`src/rtl/piso_stream.sv`:
```
// Purpose : parallel-in serial-out shifter with one-word hold buffer for gapless streaming.
// Latency : first bit valid 1 cycle after a word is accepted; frame_done 1 cycle after last bit.
// Backpr. : sout_ready=0 freezes sout/shift/counter; load_ready drops while the hold buffer is full.
//
// Ports:
//   clk, rst_n                 - clock, asynchronous active-low reset
//   pin, load_valid/load_ready - parallel word input handshake
//   sout, sout_valid/sout_ready - serial bit output handshake
//   frame_done                 - one-cycle pulse after the last bit of a word is consumed
//   busy                       - a word is shifting or waiting in the hold buffer
module piso_stream #(
    parameter int WIDTH     = 8,
    parameter bit LSB_FIRST = 1'b0
) (
    input  logic             clk,
    input  logic             rst_n,
    input  logic [WIDTH-1:0] pin,
    input  logic             load_valid,
    output logic             load_ready,
    output logic             sout,
    output logic             sout_valid,
    input  logic             sout_ready,
    output logic             frame_done,
    output logic             busy
);

    localparam int CW = (WIDTH > 1) ? $clog2(WIDTH) : 1;
    localparam logic [CW-1:0] CNT_LAST = CW'(WIDTH - 1);

    typedef enum logic {
        ST_IDLE  = 1'b0,
        ST_SHIFT = 1'b1
    } state_t;

    state_t           state_q,      state_d;
    logic [WIDTH-1:0] shift_q,      shift_d;
    logic [WIDTH-1:0] hold_q,       hold_d;
    logic             hold_full_q,  hold_full_d;
    logic [CW-1:0]    cnt_q,        cnt_d;
    logic             frame_done_q, frame_done_d;

    logic             load_acc;
    logic             bit_acc;
    logic             last_bit;
    logic [WIDTH-1:0] shifted;

    // The hold buffer is the only place a word can wait, so readiness is just its emptiness.
    assign load_ready = ~hold_full_q;
    assign load_acc   = load_valid & load_ready;
    assign bit_acc    = (state_q == ST_SHIFT) & sout_ready;
    assign last_bit   = (cnt_q == CNT_LAST);

    // Shift toward the output end, zero-filling the vacated bit.
    assign shifted = LSB_FIRST ? {1'b0, shift_q[WIDTH-1:1]}
                               : {shift_q[WIDTH-2:0], 1'b0};

    always_comb begin
        state_d      = state_q;
        shift_d      = shift_q;
        hold_d       = hold_q;
        hold_full_d  = hold_full_q;
        cnt_d        = cnt_q;
        frame_done_d = 1'b0;

        case (state_q)
            ST_IDLE: begin
                if (load_acc) begin
                    shift_d = pin;
                    cnt_d   = '0;
                    state_d = ST_SHIFT;
                end
            end

            ST_SHIFT: begin
                if (bit_acc && last_bit) begin
                    frame_done_d = 1'b1;
                    cnt_d        = '0;
                    if (hold_full_q) begin
                        // Held word follows immediately; load_acc cannot be set here.
                        shift_d     = hold_q;
                        hold_full_d = 1'b0;
                    end else if (load_acc) begin
                        // Word arriving exactly on the last bit bypasses the hold buffer.
                        shift_d = pin;
                    end else begin
                        shift_d = '0;
                        state_d = ST_IDLE;
                    end
                end else begin
                    if (bit_acc) begin
                        shift_d = shifted;
                        cnt_d   = cnt_q + CW'(1);
                    end
                    if (load_acc) begin
                        hold_d      = pin;
                        hold_full_d = 1'b1;
                    end
                end
            end

            default: begin
                state_d = ST_IDLE;
            end
        endcase
    end

    always_ff @(posedge clk or negedge rst_n) begin
        if (!rst_n) begin
            state_q      <= ST_IDLE;
            shift_q      <= '0;
            hold_q       <= '0;
            hold_full_q  <= 1'b0;
            cnt_q        <= '0;
            frame_done_q <= 1'b0;
        end else begin
            state_q      <= state_d;
            shift_q      <= shift_d;
            hold_q       <= hold_d;
            hold_full_q  <= hold_full_d;
            cnt_q        <= cnt_d;
            frame_done_q <= frame_done_d;
        end
    end

    // Outputs are decoded straight from registered state, so they are glitch-free.
    assign sout_valid = (state_q == ST_SHIFT);
    assign sout       = (state_q == ST_SHIFT) ?
                        (LSB_FIRST ? shift_q[0] : shift_q[WIDTH-1]) : 1'b0;
    assign frame_done = frame_done_q;
    assign busy       = (state_q == ST_SHIFT) | hold_full_q;

endmodule

```
`config.mk`:
```
export PLATFORM = sky130hd
export DESIGN_NAME = piso_stream
export DESIGN_NICKNAME = d
export VERILOG_FILES = /design/src/rtl/piso_stream.sv
export SDC_FILE = /design/constraint.sdc
export NUM_CORES = 1
export LEC_CHECK = 0
export CAP_MARGIN = 20
export CORE_MARGIN = 4
export CORE_UTILIZATION = 39
export DETAILED_ROUTE_END_ITERATION = 8
export SYNTH_ARGS = -nofsm -noshare
export SYNTH_HDL_FRONTEND = slang
export SYNTH_SLANG_ARGS = --single-unit
```
`constraint.sdc`:
```
create_clock -name clk -period 1.78 [get_ports clk]
set_input_delay 0.534 -clock clk [delete_from_list [all_inputs] [get_ports clk]]
set_output_delay 0.534 -clock clk [all_outputs]
set_load 0.01 [all_outputs]
```
Word-level counts from Yosys, hierarchy flattened

Index checks and enable logic that the tools add are counted.
Widths: inputs -> output; s select.

Register bits: 22
Latch bits: 0
Bits in writable memories: 0
Bits in read-only memories: 0
Bits of input ports: 12
Output and inout port bits: 5
Word-level logic and storage cells: 40
Memories: 0

Add/sub/neg operators: 1
Multiply operators: 0
Div/mod/pow operators: 0
Order comparisons: 0
Equality and inequality tests: 3
Shifts and indexed selects: 0
Multiplexer cells: 19
Bitwise operators: 6
Reduce and logical (&&, ||, !) cells: 5

Operators with widths:

| operator            | count |
|---|---|
| $mux 8              | 5 |
| $pmux 8 s2          | 1 |
| $mux 3              | 3 |
| $mux 1              | 8 |
| $pmux 3 s2          | 1 |
| $reduce_and 2->1    | 2 |
| $add 3x1->3 const B | 1 |
| $eq 3x3->1 const B  | 1 |
| $ne 3x1->1 const B  | 1 |
| $not 1->1           | 3 |
| $reduce_and 3->1    | 1 |
| $and 1x1->1         | 2 |
| $ne 2x2->1 const B  | 1 |
| $pmux 1 s2          | 1 |
| $reduce_bool 2->1   | 1 |
| $logic_and 1x1->1   | 1 |
| $or 1x1->1          | 1 |

Longest topological paths before layout

Gate-level depths: netlist of the first run.

Word-level depth: 6
Depth in mapped cells: 6
Mapped depth without buffers: 5

Least setup slack after synthesis of the first run

OpenSTA, ideal clock, no wires.

Path type: flip-flop to flip-flop
Start point: reg cnt_q[0]
End point: reg hold_q[0]
Setup time: 125 ps
Arrival time: 1589 ps
Data required time: 1655 ps
Slack: 66 ps
Stages on the path, launching flop included: 6
Buffers on the path: 0
Period minus slack after synthesis: 1714 ps
Cell sequence: dfrtp_1 > ha_1 > ha_1 > a21boi_1 > nand3_2 > mux2_2

Word-level cells in the longest chain between the ends: 4

RTL lines:

| what                              | line | text |
|---|---|---|
| from (decl)                       | 39   | `logic [CW-1:0] cnt_q, cnt_d;` |
| from (signal assigned)            | 120  | `cnt_q <= cnt_d;` |
| $eq 3x3->1                        | 51   | `assign last_bit = (cnt_q == CNT_LAST);` |
| $logic_and 1x1->1                 | 75   | `if (bit_acc && last_bit) begin` |
| $not 1->1 (no source line)        | n/a  |  |
| $reduce_and 3->1 (no source line) | n/a  |  |
| to (signal assigned)              | 118  | `hold_q <= hold_d;` |
| to (decl)                         | 37   | `logic [WIDTH-1:0] hold_q, hold_d;` |

Every way passes these cells.
A chain may end at the register's enable or synchronous reset.

Worst setup path in the final report of the first run

Start point: reg state_q, in the netlist sout_valid
End point: out busy

Word-level cells in the longest chain between the ends: 1

RTL lines:

| what                   | line | text |
|---|---|---|
| from (decl)            | 35   | `state_t state_q, state_d;` |
| from (signal assigned) | 116  | `state_q <= state_d;` |
| $or 1x1->1             | 130  | `assign busy = (state_q == ST_SHIFT) \| hold_full_q;` |
| to (decl)              | 24   | `output logic busy` |

Every way passes these cells.

==> results of run 1 <==
==> per-layer routing <==
layer,GRT usage (%),vias up,wire (um)
li1,-,457,-
met1,16.5,450,1130
met2,23.1,12,1280
met3,2.52,2,88
met4,4.07,0,17
met5,0,-,0
==> worst register-to-register path: stages, from the launching register on <==
cell and delay (ns):
sky130_fd_sc_hd__dfrtp_1 0.40, sky130_fd_sc_hd__ha_1 0.20, sky130_fd_sc_hd__ha_1 0.22, sky130_fd_sc_hd__a21boi_2 0.24, sky130_fd_sc_hd__nand3_4 0.19, sky130_fd_sc_hd__mux2_2 0.31
==> how the worst max path moves through the flow <==
stage / end / slack, ns / start
after floorplan: hold_q[0] / 0.07 / cnt_q[0]
after detailed placement: shift_q[2] / -0.34 / load_valid
after global placement: shift_q[2] / -0.32 / load_valid
final: busy / 0.07 / sout_valid
after CTS: busy / -0.02 / sout_valid
after global routing: load_ready / 0.01 / hold_full_q
==> cell families after synthesis <==
group / after synthesis / synth area share, %
adders and majority gates: 2 / 2.19
AOI/OAI and AO/OA: 30 / 18.5
DFF: 22 / 48.1
muxes: 8 / 7.87
and+or+nand+nor: 37 / 18.8
buffers and inverters: 10 / 4.59
==> cell usage after synthesis <==
master | number | area [um^2]
sky130_fd_sc_hd__a21boi_1 | 1 | 7.51
sky130_fd_sc_hd__a21o_1 | 1 | 7.51
sky130_fd_sc_hd__a21oi_1 | 9 | 45.0
sky130_fd_sc_hd__a2bb2oi_1 | 1 | 8.76
sky130_fd_sc_hd__and2_1 | 8 | 50.1
sky130_fd_sc_hd__buf_6 | 2 | 22.5
sky130_fd_sc_hd__clkbuf_1 | 5 | 18.8
sky130_fd_sc_hd__dfrtp_1 | 22 | 551
sky130_fd_sc_hd__ha_1 | 2 | 25.0
sky130_fd_sc_hd__inv_1 | 3 | 11.3
sky130_fd_sc_hd__mux2_2 | 8 | 90.1
sky130_fd_sc_hd__nand2_1 | 12 | 45.0
sky130_fd_sc_hd__nand3_1 | 4 | 20.0
sky130_fd_sc_hd__nand3_2 | 1 | 10.0
sky130_fd_sc_hd__nand3b_1 | 8 | 60.1
sky130_fd_sc_hd__nand4_1 | 1 | 6.26
sky130_fd_sc_hd__o21a_1 | 7 | 52.6
sky130_fd_sc_hd__o21ai_0 | 4 | 20.0
sky130_fd_sc_hd__o32a_1 | 7 | 70.1
sky130_fd_sc_hd__or2_2 | 2 | 12.5
sky130_fd_sc_hd__or3b_4 | 1 | 11.3
==> report_power, final <==
part	total [mW]	switching [mW]	leakage [nW]	internal, mW
sequential	0.860	0.118	0.256	0.742
clock	0.375	0.148	0.0279	0.227
combinational	1.09	0.471	0.363	0.620
==> layout make-up <==
class	count	area, um^2
clock buffer	3	22.5
clock inverter	1	30.0
fill	268	1280
inverter	3	11.3
multi-input combinational	78	567
sequential	22	551
tap	31	38.8
timing repair buffer	33	280
==> state kept, by name, summed over array words and instances, names as in the netlist <==
name         count
cnt_q            3
frame_done       1
hold_full_q      1
hold_q           8
shift_q          8
sout_valid       1
==> metrics by stage <==
step / std cells / util [%] / total power, mW / hold slack, ns / setup WS [ns]
finish: 171 / 53.9 / 2.33 / 0.504 / 0.0733
global route: 171 / 53.9 / 2.53 / 0.536 / 0.0137
CTS: 171 / 53.8 / 2.36 / 0.509 / -0.0162
detailed placement: 164 / 50.9 / 1.95 / 0.479 / -0.337
global placement: 164 / 50.9 / 1.91 / 0.473 / -0.322
floorplan: 109 / - / 1.56 / 0.238 / 0.0661
==> what timing repair did <==
item,CTS,global route
setup endpoints to repair,12,9
gates resized for setup,12,3
setup buffers,2,1
gates cloned,1,0
pin swaps,1,1
==> impl_results.rst, run 1 <==
.. list-table::
   :header-rows: 1

   * - Metric
     - Value
   * - Htree depth
     - 1
   * - Diodes inserted
     - 0
   * - Antenna Nets Post-Route
     - 0
   * - Fmax achieved
     - 586 MHz
   * - Setup repair after global routing missed its margin
     - no
   * - Fraction of final layout cells sized beyond drive strength 1
     - between 20% and 30%
   * - I/O pin count
     - 17
   * - Total Routing Usage GR
     - 13.3%
   * - Largest fanout on the critical path
     - 2
   * - Initial Utilization
     - around 41%
   * - TritonCTS clock tree
     - yes
   * - Cells on Worst Hold Path
     - 1
   * - Min Clock Period, post-route
     - 1.71 ns
   * - Endpoint class of the critical path
     - primary output
   * - Commonest non-fill, non-tap cell in the layout
     - sky130_fd_sc_hd__dfrtp_1
   * - Buf+Inv Stages, Crit Path
     - 2
   * - Slew Limit Headroom
     - 80.6%
   * - Number of port buffers
     - 16
   * - Seq/Total Area, Yosys
     - 48.1%
   * - Worst reg2reg startpoint
     - cnt_q[0]
   * - Yosys cell types
     - 21
   * - Antenna violations before repair
     - 0
   * - Num Clock Sinks
     - 22
   * - Hold WC Path Type
     - reg2reg
   * - Worst setup path class
     - reg2out
   * - Avg Inst Size Synth
     - 10.5 um^2
   * - Slew @ Worst Pin
     - 0.290 ns
   * - Worst stage delay on the critical path
     - 0.39 ns
   * - Mapped Cells
     - 109
   * - Number of pins exceeding their max-slew limit in the final report
     - 0
   * - Total clock buffers created by CTS
     - 3
   * - Insertion delay to the later sink of the worst-skew pair
     - 0.30 ns
   * - Maximum number of pins on one net before global-route repair
     - 23
   * - Aggregate negative setup slack
     - 0 ns
   * - WP data required
     - 1.25 ns
   * - Total cell area at the placement stage
     - 1420 um^2
   * - HPWL reported at the end of detailed placement
     - 1810 um
   * - Critical Path Source Type
     - flip-flop
   * - Final Hold Fails
     - 0
   * - Most used cells in the layout excluding fill and tap cells
     - sky130_fd_sc_hd__dfrtp_1, sky130_fd_sc_hd__buf_4, sky130_fd_sc_hd__nand2_1, sky130_fd_sc_hd__clkdlybuf4s50_1, sky130_fd_sc_hd__a21oi_1
   * - Post-synth design cell area
     - between 1000 and 1500 um^2
   * - Mean number of vias per cell
     - between 5 and 6
   * - Root Buffer Master
     - sky130_fd_sc_hd__clkbuf_4
   * - Worst min-delay path endpoint
     - shift_q[3]
   * - Core footprint
     - 2780 um^2
   * - Pwr Density
     - ~1600 nW/um^2
   * - Vert. Die Dim
     - between 60 and 70 um
   * - DRC Markers
     - 0
   * - Crit Reg-Reg Endpoint
     - hold_q[7]
   * - Cell-by-cell trace of the critical path
     - buf_4 > or2_4 > buf_6
   * - Routed Wire Length
     - approximately 2500 um
   * - Post-Synthesis Net Count
     - 123
   * - TritonRoute pass-1 iters
     - 4
   * - Maxcap violations
     - 0
   * - Global placement routability congestion
     - 0.755
   * - Min-delay src
     - shift_q[3]
   * - Detailed Route Iter0 Violations
     - 27
   * - Worst path arrival time
     - 1.17 ns
   * - Overall via count from detail_route
     - around 920
   * - Worst Reg2Reg Path Length in Cells
     - 5
   * - First-pass GRT wire length
     - ~4300 um
   * - Highest-delay cell along the critical path
     - sky130_fd_sc_hd__dfrtp_1
   * - Post-cts hold buffer count
     - 0
   * - Outcome
     - completed
   * - Worst vdd rail ir drop
     - 0.790 mV
   * - Portion of the clock cycle consumed by the worst path in the final layout
     - between 90% and 100%
   * - Width of the die
     - 62.2 um
   * - Cell row count
     - 19
   * - Flops & latches, synth
     - 22
   * - Maximum buffer depth of the clock tree
     - 2
   * - Number of endpoints failing setup at the final stage
     - 0
   * - Worst-path clk slew
     - 0.13 ns
   * - Number of gates on the worst path with buffers counted
     - 3
   * - Mean routed wirelength per cell
     - about 15 um
   * - Reg2Reg Setup Slack
     - 0.11 ns
   * - Area growth from synthesis to layout
     - 31.0%
   * - Final Skew
     - 0.00992 ns
   * - Cell area after layout
     - about 1500 um^2
   * - Family with the most delay on the worst path
     - flip-flops
   * - Synthesis Warnings
     - 0
   * - Count of nets after finishing
     - 155
   * - GRT overflow
     - 0
   * - Via count of the first global-routing pass
     - 956
   * - Leakage
     - 0.647 nW
   * - Die area
     - 3870 um^2
Power figures use the tool's default switching activity.
==> inputs of run 2 (changes only) <==
==> constraint.sdc (replaced) <==
create_clock -name clk -period 1.5 [get_ports clk]
set_input_delay 0.45 -clock clk [delete_from_list [all_inputs] [get_ports clk]]
set_output_delay 0.45 -clock clk [all_outputs]
set_load 0.01 [all_outputs]
==> impl_results.rst, run 2 (synthesized netlist as in run 1, its figures left out) <==
.. list-table::
   :header-rows: 1

   * - Metric
     - Value
   * - Largest fanout on the critical path
     - 3
   * - GRT overflow
     - 0
   * - Root Buffer Master
     - sky130_fd_sc_hd__clkbuf_4
   * - Worst path arrival time
     - 1.22 ns
   * - First-pass GRT wire length
     - between 4000 and 5000 um
   * - Maxcap violations
     - 0
   * - Most used cells in the layout excluding fill and tap cells
     - sky130_fd_sc_hd__dfrtp_1, sky130_fd_sc_hd__buf_4, sky130_fd_sc_hd__buf_6, sky130_fd_sc_hd__nand2_1, sky130_fd_sc_hd__clkdlybuf4s50_1
   * - Comb pwr share
     - 54.2%
   * - Highest signal layer in the routed design
     - met4
   * - Violations in the final reports
     - negative setup slack
   * - Total Routing Usage GR
     - 16.0%
   * - Post-cts hold buffer count
     - 0
   * - Worst-path clk slew
     - 0.14 ns
   * - TritonCTS clock tree
     - yes
   * - Switching power as a share of total power
     - 32.5%
   * - Clock network power share
     - between 10 and 15%
   * - Filler instances
     - 240
   * - Vert. Die Dim
     - ~62 um
   * - Num Clock Sinks
     - 22
   * - Detailed Route Iter0 Violations
     - 25
   * - Total net switching power
     - 1.07 mW
   * - Total clock buffers created by CTS
     - 3
   * - Outcome
     - finished, violations left
   * - Global placement routability congestion
     - about 0.75
   * - FF+latch area
     - 551 um^2
   * - WP data required
     - 1.05 ns
   * - Mean number of vias per cell
     - around 5.3
   * - HPWL reported at the end of detailed placement
     - 1880 um
   * - Routed Wire Length
     - 2900 um
   * - Via count of the first global-routing pass
     - 1,054
   * - Mean routed wirelength per cell
     - 15.6 um
   * - Diodes inserted
     - 0
   * - Highest-delay cell along the critical path
     - sky130_fd_sc_hd__dfrtp_1
   * - Insertion delay to the later sink of the worst-skew pair
     - 0.33 ns
   * - Leakage
     - 0.744 nW
   * - Slew @ Worst Pin
     - approximately 0.28 ns
   * - Area growth from synthesis to layout
     - 49.1%
   * - Final Hold Fails
     - 0
   * - Min Clock Period, post-route
     - ~1.7 ns
   * - Metal-1 WL
     - 1270 um
   * - Maximum number of pins on one net before global-route repair
     - 23
   * - Critical Path Source Type
     - flip-flop
   * - Maximum buffer depth of the clock tree
     - 2
   * - Number of endpoints failing setup at the final stage
     - 18
   * - Largest registers ranked by flip-flop count
     - hold_q: 8 flops, shift_q: 8 flops, cnt_q: 3 flops
   * - Worst stage delay on the critical path
     - 0.41 ns
   * - Total cell area at the placement stage
     - approximately 1500 um^2
   * - TritonRoute pass-1 iters
     - 4
   * - Cell row count
     - 19
   * - Worst setup path class
     - reg2out
   * - Post-route worst hold slack
     - around 0.45 ns
   * - Met3 WL post-DR
     - 75 um
   * - I/O pin count
     - 17
   * - Final Skew
     - between 0.01 and 0.015 ns
   * - Buf+Inv Stages, Crit Path
     - 2
   * - Htree depth
     - 1
   * - Relative contribution of sequential cells to total power
     - between 30% and 40%
   * - Overall via count from detail_route
     - 985
   * - Worst vdd rail ir drop
     - ~1.4 mV
   * - Initial Utilization
     - between 40% and 50%
   * - Portion of the clock cycle consumed by the worst path in the final layout
     - 111%
   * - Core footprint
     - 2780 um^2
   * - Fmax achieved
     - 600 MHz
   * - Antenna violations before repair
     - 0
   * - Cell-by-cell trace of the critical path
     - buf_4 > or2_4 > buf_6
   * - Met2 WL
     - 1500 um
   * - Pwr Density
     - roughly 1900 nW/um^2
   * - Fraction of final layout cells sized beyond drive strength 1
     - between 30 and 40%
   * - Number of port buffers
     - 16
   * - Setup repair after global routing missed its margin
     - yes
   * - Hold WC Path Type
     - in2async
   * - Design internal power
     - roughly 2.2 mW
   * - Slew Limit Headroom
     - around four fifths
   * - Cell area after layout
     - ~1700 um^2
   * - Multi-input gate area in the final layout
     - approximately 630 um^2
   * - DRC Markers
     - 0
   * - Antenna Nets Post-Route
     - 0
   * - Aggregate negative setup slack
     - -2.30 ns
   * - Endpoint class of the critical path
     - primary output
   * - Count of nets after finishing
     - 170
   * - Width of the die
     - around 62 um
   * - PnR worst setup slack
     - -0.168 ns
   * - Die area
     - 3870 um^2
   * - Util after Layout
     - roughly 61%
   * - Number of pins exceeding their max-slew limit in the final report
     - 0
   * - Family with the most delay on the worst path
     - flip-flops
## run 2: cell types whose count changed in the layout (fill, tap and decap cells not counted), sizes merged
cell | previous run | this run
dlygate4sd2 | 3 | 1
buf | 18 | 35
clkbuf | 4 | 3
nand3 | 5 | 6
## run 2: final cells by class
cell class,count,area share [%]
flip-flops and latches,22,32.3
inverters,3,0.806
clock inverters,1,1.76
repair buffers,47,24.9
clock buffers,3,1.32
multi-input cells,79,36.7
well taps,31,2.27
## run 2: repair_timing
action,in CTS,in global routing
pin swaps,4,3
endpoints found under the setup margin,21,23
gates resized for setup,37,8
buffers inserted,10,0
cloned,2,0
## run 2: power groups by stage
stage	sequential (mW)	combinational [mW]	clock, mW
after floorplan	1.01	0.872	0
final	1.03	1.78	0.476
after global routing	1.07	1.97	0.508
after global placement	1.03	1.35	0
after CTS	1.03	1.73	0.480
after detailed placement	1.05	1.40	0
## run 2: path summary, 6_finish.rpt
path	from	end	slack, ns	cells after the start
max in group asynchronous	rst_n	hold_full_q	0.81	2
min reg2reg	shift_q[3]	shift_q[3]	0.51	1
min	rst_n	frame_done	0.45	2
min in group clk	shift_q[3]	shift_q[3]	0.51	1
max reg2reg	sout_valid	shift_q[7]	-0.17	7
max	sout_valid	busy	-0.17	3
## run 2: through the flow
stage,worst slack [ns],power [mW],std cells
final,-0.168,3.29,186
after global routing,-0.225,3.55,186
after CTS,-0.169,3.25,186
after detailed placement,-0.505,2.44,170
after global placement,-0.476,2.38,170
after floorplan,-0.0958,1.88,109
## run 2: routing by layer
layer,track usage [%],vias to the layer above
met4,7.86,0
met1,19.2,476
li1,-,488
met2,27.7,14
met3,2.16,7
met5,0,-
==> inputs of run 3 (changes only) <==
--- a/config.mk
+++ b/config.mk
@@ -9,6 +9,7 @@
 export CORE_MARGIN = 4
 export CORE_UTILIZATION = 39
 export DETAILED_ROUTE_END_ITERATION = 8
+export SLEW_MARGIN = 10
 export SYNTH_ARGS = -nofsm -noshare
 export SYNTH_HDL_FRONTEND = slang
 export SYNTH_SLANG_ARGS = --single-unit
==> results of run 3 <==
Final layout, timing and power as in run 2 (identical DEF).
==> RTL edit 1 (config.mk and constraints of run 3) <==
Take the reset off `hold_q` and load it in a clocked block of its own.
--- a/src/rtl/piso_stream.sv
+++ b/src/rtl/piso_stream.sv
@@ -110,3 +110,2 @@
             shift_q      <= '0;
-            hold_q       <= '0;
             hold_full_q  <= 1'b0;
@@ -117,3 +116,2 @@
             shift_q      <= shift_d;
-            hold_q       <= hold_d;
             hold_full_q  <= hold_full_d;
@@ -122,2 +120,6 @@
         end
+    end
+
+    always_ff @(posedge clk) begin
+        hold_q <= hold_d;
     end
Formal check against the unedited RTL: same outputs for any inputs over 10 cycles, from zero or initial values and one cycle with rst_n low; that may be too few to reach the edited logic, so the function may still have changed.
==> RTL edit 1 against run 3 <==
- the run still ends with setup timing left
- count of clock-buffer cells in the layout is 1 higher
- wire length is 15% lower
- clock skew is 0.0055 ns lower
- sequential share of layout area is 7.1 points higher
- highest routed layer unchanged
- sequential cell count stayed put
- power is 35% lower
- clock power is 31% lower
- sequential power is 14% lower
- synthesized cell count is 10% lower
- non-clock buffer count is 11 lower
- largest power group unchanged
- cell area is 12% lower
- area after synthesis is 4.5% lower
- worst setup slack better by 0.11 ns
- maximum frequency is 7.1% higher
==> RTL edit 1: results (changes against run 3) <==
Placed design
  – GP Congestion: 0.698 (was 0.753)
  – DP Area: 0.00139 mm^2 (was 0.00147 mm^2)
  – Worst slack at placement: -0.594 ns (was -0.505 ns)
  – Placed Instances: 154 (was 170)
  – DP Wirelength: 1.74 mm (was 1.88 mm)

Cells and area
  – Share of layout cells above drive strength 1: 0.311 (was 0.394)
  – Fillers: 237 (was 240)

Detailed routing
  – Initial DRC Count: 21 (was 25)
  – Routed wire length: 2.45 mm (was 2.90 mm)
  – Wire per inst: 15.1 um (was 15.6 um)

Logic synthesis
  – Synth area leaders: dfrtp_1 32%, edfxtp_1 22%, o32a_1 6.4% (was dfrtp_1 48%, mux2_2 7.9%, o32a_1 6.1%)
  – Post-synthesis mux area share: 0.0103 (was 0.0787)
  – Seq/Total Area, Yosys: 0.540 (was 0.481)
  – Compound-Gate Fraction of Synth Area: 0.201 (was 0.185)
  – Avg Synthesized Cell Area: 11.2 um^2 (was 10.5 um^2)
  – Number of flops mapped to enable cells by yosys: 8 (was 0)
  – Synth cell count leaders: 14 x dfrtp_1, 10 x nand2_1, 9 x a21oi_1 (was 22 x dfrtp_1, 12 x nand2_1, 9 x a21oi_1)
  – Adder-cell share of the synthesized area: 0.0229 (was 0.0219)
  – Syn_nets: 112 (was 123)
  – Synth cell types: 24 (was 21)

GRT
  – Number of global-route vias before repair: 893 (was 1054)
  – GRT Overall Usage: 0.148 (was 0.160)
  – First-pass GRT wire length: 4.05 mm (was 4.98 mm)
  – Largest net degree at the start of global routing: 15 (was 23)

STA
  – Worst setup margin: -0.0568 ns (was -0.168 ns)
  – Setup TNS: -0.381 ns (was -2.30 ns)
  – Endpoints failing setup: 8 (was 18)
  – Relative slew slack: 0.802 (was 0.811)

Critical path
  – Worst path slowest cell: or3b_4 (was dfrtp_1)
  – Critical path's largest stage delay: 0.43 ns (was 0.41 ns)
  – Crit path DAT: 1.75 ns (was 1.22 ns)
  – Top delay family on crit path: compound AO/OA/AOI/OAI gates (was flip-flops)
  – Crit-path max FO: 5 (was 3)

Run status
  – Status: finished, violations left (unchanged)
  – Failing checks: setup timing (unchanged)

Pwr
  – Switching Share: 0.308 (was 0.325)
  – Max VDD drop: 0.827 mV (was 1.41 mV)
[RTL edit 1: cell types whose count changed in the layout (fill, tap and decap cells not counted), moves of 2 or more]
cell	run 3	this run
nand2_1	11	9
buf_4	22	16
mux2_2	7	0
edfxtp_1	0	8
buf_6	12	6
dfrtp_1	22	14
o21ai_2	2	0
nor2_1	0	2
nand3_1	4	0
[RTL edit 1: repair_timing]
action / 4_1_cts / 5_1_grt
buffers inserted: 3 / 0
gates resized for setup: 29 / 7
pin swaps: 0 / 2
cloned: 1 / 0
endpoints found under the setup margin: 24 / 20
[RTL edit 1: worst paths after layout]
kind / to / slack [ns] / depth (start not counted)
worst max-delay path: shift_q[2]$_DFFE_PN0P_ / -0.06 / 4
worst min-delay path: cnt_q[0]$_DFFE_PN0P_ / 0.44 / 2
worst max register to register: shift_q[2]$_DFFE_PN0P_ / -0.06 / 4
worst min register to register: shift_q[3]$_DFFE_PN0P_ / 0.51 / 1
max in group asynchronous: shift_q[5]$_DFFE_PN0P_ / 0.89 / 2
min in group clk: shift_q[3]$_DFFE_PN0P_ / 0.51 / 1
[RTL edit 1: layout make-up]
class / instances / area [um^2] / area share
Timing Repair Buffer: 36 / 315 / 0.210
Sequential cell: 22 / 591 / 0.394
Clock buffer: 4 / 36.3 / 0.0242
Tap cell: 30 / 37.5 / 0.0250
Inverter: 3 / 13.8 / 0.00917
Multi-Input combinational cell: 67 / 507 / 0.338
[RTL edit 1: stage by stage]
stage	hold slack (ns)	utilization
floorplan	0.154	-
global placement	0.479	0.540
detailed placement	0.488	0.540
CTS	0.441	0.580
global route	0.440	0.584
finish	0.436	0.584
[RTL edit 1: kinds of logic after synthesis]
| group | after synthesis |
|---|---|
| flops | 22 |
| mux | 1 |
| fa+ha+maj | 2 |
| compound gates | 30 |
| buf+inv | 10 |
| simple gates | 33 |
[RTL edit 1: power by group through the flow]
stage	clock network, mW	logic (mW)	registers [mW]
after floorplan	0	0.543	0.877
after global placement	0	0.822	0.894
after detailed placement	0	0.839	0.900
after CTS	0.339	0.927	0.885
after global routing	0.372	1.04	0.906
final	0.328	0.940	0.888
[RTL edit 1: layer usage]
metal | wire length [um] | vias to the layer above | global-route usage
met2 | 1180 | 9 | 0.264
met3 | 65 | 2 | 0.0255
met5 | 0 | - | 0
met1 | 1190 | 419 | 0.185
li1 | - | 431 | -
met4 | 16 | 0 | 0.0372
[RTL edit 1: worst register-to-register path, stage by stage (launching register included)]
cell and delay [ns]:
dfrtp_1 0.42, buf_6 0.14, or3b_4 0.43, o21a_1 0.18, o32a_1 0.28
==> RTL edit 2 (flow settings as in run 3) <==
Made on the original files. The parameter `WIDTH` goes from 8 to 4.
--- a/src/rtl/piso_stream.sv
+++ b/src/rtl/piso_stream.sv
@@ -11,3 +11,3 @@
 module piso_stream #(
-    parameter int WIDTH     = 8,
+    parameter int WIDTH     = 4,
     parameter bit LSB_FIRST = 1'b0
Interface: changed (resized pin); port bits go from 17 to 13. The function was not compared with the original's and may differ.
==> RTL edit 2 against run 3 <==
- the flow still finishes with violations (setup timing)
- synthesized cell count shrank 43%
- power down 54%
- register-to-register slack improved by 0.22 ns
- worst hold slack improved by 0.013 ns
- area after synthesis down 42%
- sequential cell count shrank 9
- cell area fell by 47%
- worst setup slack gained 0.16 ns
- wire length shrank 51%
- largest power group unchanged
==> RTL edit 2: results (changes against run 3) <==
Run status
  – Status: finished, violations left (unchanged)
  – Failing checks: setup timing (unchanged)

GRT
  – Met1 usage: 0.182 (was 0.192)
  – Largest net degree at the start of global routing: 14 (was 23)
  – GRT Overall Usage: 0.147 (was 0.160)
  – Number of global-route vias before repair: 593 (was 1054)
  – First-pass GRT wire length: 2.70 mm (was 4.98 mm)

STA
  – Setup TNS: -0.00393 ns (was -2.30 ns)
  – Worst clock skew: 0.00139 ns (was 0.0107 ns)
  – Worst setup margin: -0.00393 ns (was -0.168 ns)
  – Endpoints failing setup: 1 (was 18)
  – Worst slew pin tran: 0.292 ns (was 0.284 ns)
  – Slew Viols, Final: 0 (unchanged)

Clock network
  – Clock Sinks: 13 (was 22)
  – # resized after CTS: 20 (was 37)
  – Postcts setup bufs: 0 (was 10)
  – Worst-path clk slew: 0.08 ns (was 0.14 ns)
  – Clk Latency, worst-skew pair: 0.29 ns (was 0.33 ns)

Cells and area
  – Layout clock area frac: 0.0304 (was 0.0308)
  – Layout net count: 99 (was 170)
  – Fraction of area in multi-input gates: 0.353 (was 0.367)
  – Top Registers: hold_q x4, shift_q x4, cnt_q x2 (was hold_q x8, shift_q x8, cnt_q x3)
  – Multi-Input Combinational: 44 (was 79)
  – Inverters: 3 (unchanged)
  – Fillers: 138 (was 240)
  – Non-clk buf share: 0.223 (was 0.249)
  – Total area of sequential cells: 325 um^2 (was 551 um^2)
  – Share of layout cells above drive strength 1: 0.360 (was 0.394)
  – Buffers outside the clock class: 25 (was 47)

Pwr
  – Flop pwr share: 0.387 (was 0.314)
  – Max VDD drop: 0.876 mV (was 1.41 mV)
  – Leak Pwr: 0.409 nW (was 0.744 nW)
  – Clk pwr share: 0.150 (was 0.144)
  – Switching Power: 521 uW (was 1.07 mW)

Detailed routing
  – Routed wire length: 1.43 mm (was 2.90 mm)
  – Initial DRC Count: 6 (was 25)
  – Via/cell ratio: 5.47 (was 5.30)
  – TritonRoute pass-1 iters: 4 (unchanged)

Placed design
  – Port buffer count: 12 (was 16)
  – DP Wirelength: 1.07 mm (was 1.88 mm)
  – GP Congestion: 0.767 (was 0.753)

Logic synthesis
  – Synth area leaders: dfrtp_1 49%, mux2_2 6.8%, a21oi_1 4.5% (was dfrtp_1 48%, mux2_2 7.9%, o32a_1 6.1%)
  – Synth cell types: 20 (was 21)
  – Syn_nets: 71 (was 123)
  – Seq/Total Area, Yosys: 0.492 (was 0.481)
  – Synth cell count leaders: 13 x dfrtp_1, 6 x a21oi_1, 6 x nand2_1 (was 22 x dfrtp_1, 12 x nand2_1, 9 x a21oi_1)

Critical path
  – Crit-path max FO: 4 (was 3)
  – Crit path DAT: 1.05 ns (was 1.22 ns)
  – Critical path's largest stage delay: 0.41 ns (about the same)
RTL edit 2: changes by cell type in the layout (fill, tap and decap cells not counted), moves of 5 or more:
cell             change
buf_6               -11
o21a_1               -7
dfrtp_1              -9
buf_4                -9
clkdlybuf4s50_1      -5
nand2_1              -5
RTL edit 2: worst paths after layout:
kind,from,to,slack (ns),cells past startpoint
worst max register to register,sout_valid$_DFF_PN0_,shift_q[3]$_DFFE_PN0P_,0.05,5
max in group asynchronous,rst_n,cnt_q[1]$_DFFE_PN0P_,0.87,2
min in group clk,shift_q[3]$_DFFE_PN0P_,shift_q[3]$_DFFE_PN0P_,0.50,1
worst min-delay path,rst_n,frame_done$_DFF_PN0_,0.47,2
worst min register to register,shift_q[3]$_DFFE_PN0P_,shift_q[3]$_DFFE_PN0P_,0.50,1
worst max-delay path,sout_valid$_DFF_PN0_,busy,-0.004,2
RTL edit 2: cells by family (layout without fill, tap and decap cells):
logic type	count (synthesis)	count (layout)	share of synthesized area
flops	13	13	0.492
buf+inv	5	32	0.0360
mux	4	4	0.0682
simple gates	20	20	0.172
fa+ha+maj	1	1	0.0189
compound gates	19	19	0.212
RTL edit 2: metrics by stage:
stage                     hold slack [ns]  worst slack [ns]  instance area, um^2  power, mW  std cells
after floorplan                     0.154             0.156                  661       1.03         62
after global placement              0.475            -0.307                  886       1.31        101
after detailed placement            0.481            -0.320                  886       1.33        101
after CTS                           0.472           -0.0124                  900       1.53        105
after global routing                0.485           -0.0521                  905       1.66        105
final                               0.465          -0.00393                  905       1.52        105
RTL edit 2: metal layers:
layer | share of wire | wire length, um | up-vias
li1 | - | - | 282
met1 | 0.46 | 662 | 279
met2 | 0.47 | 678 | 10
met3 | 0.055 | 79 | 3
met4 | 0.0084 | 12 | 0
met5 | 0 | 0 | -
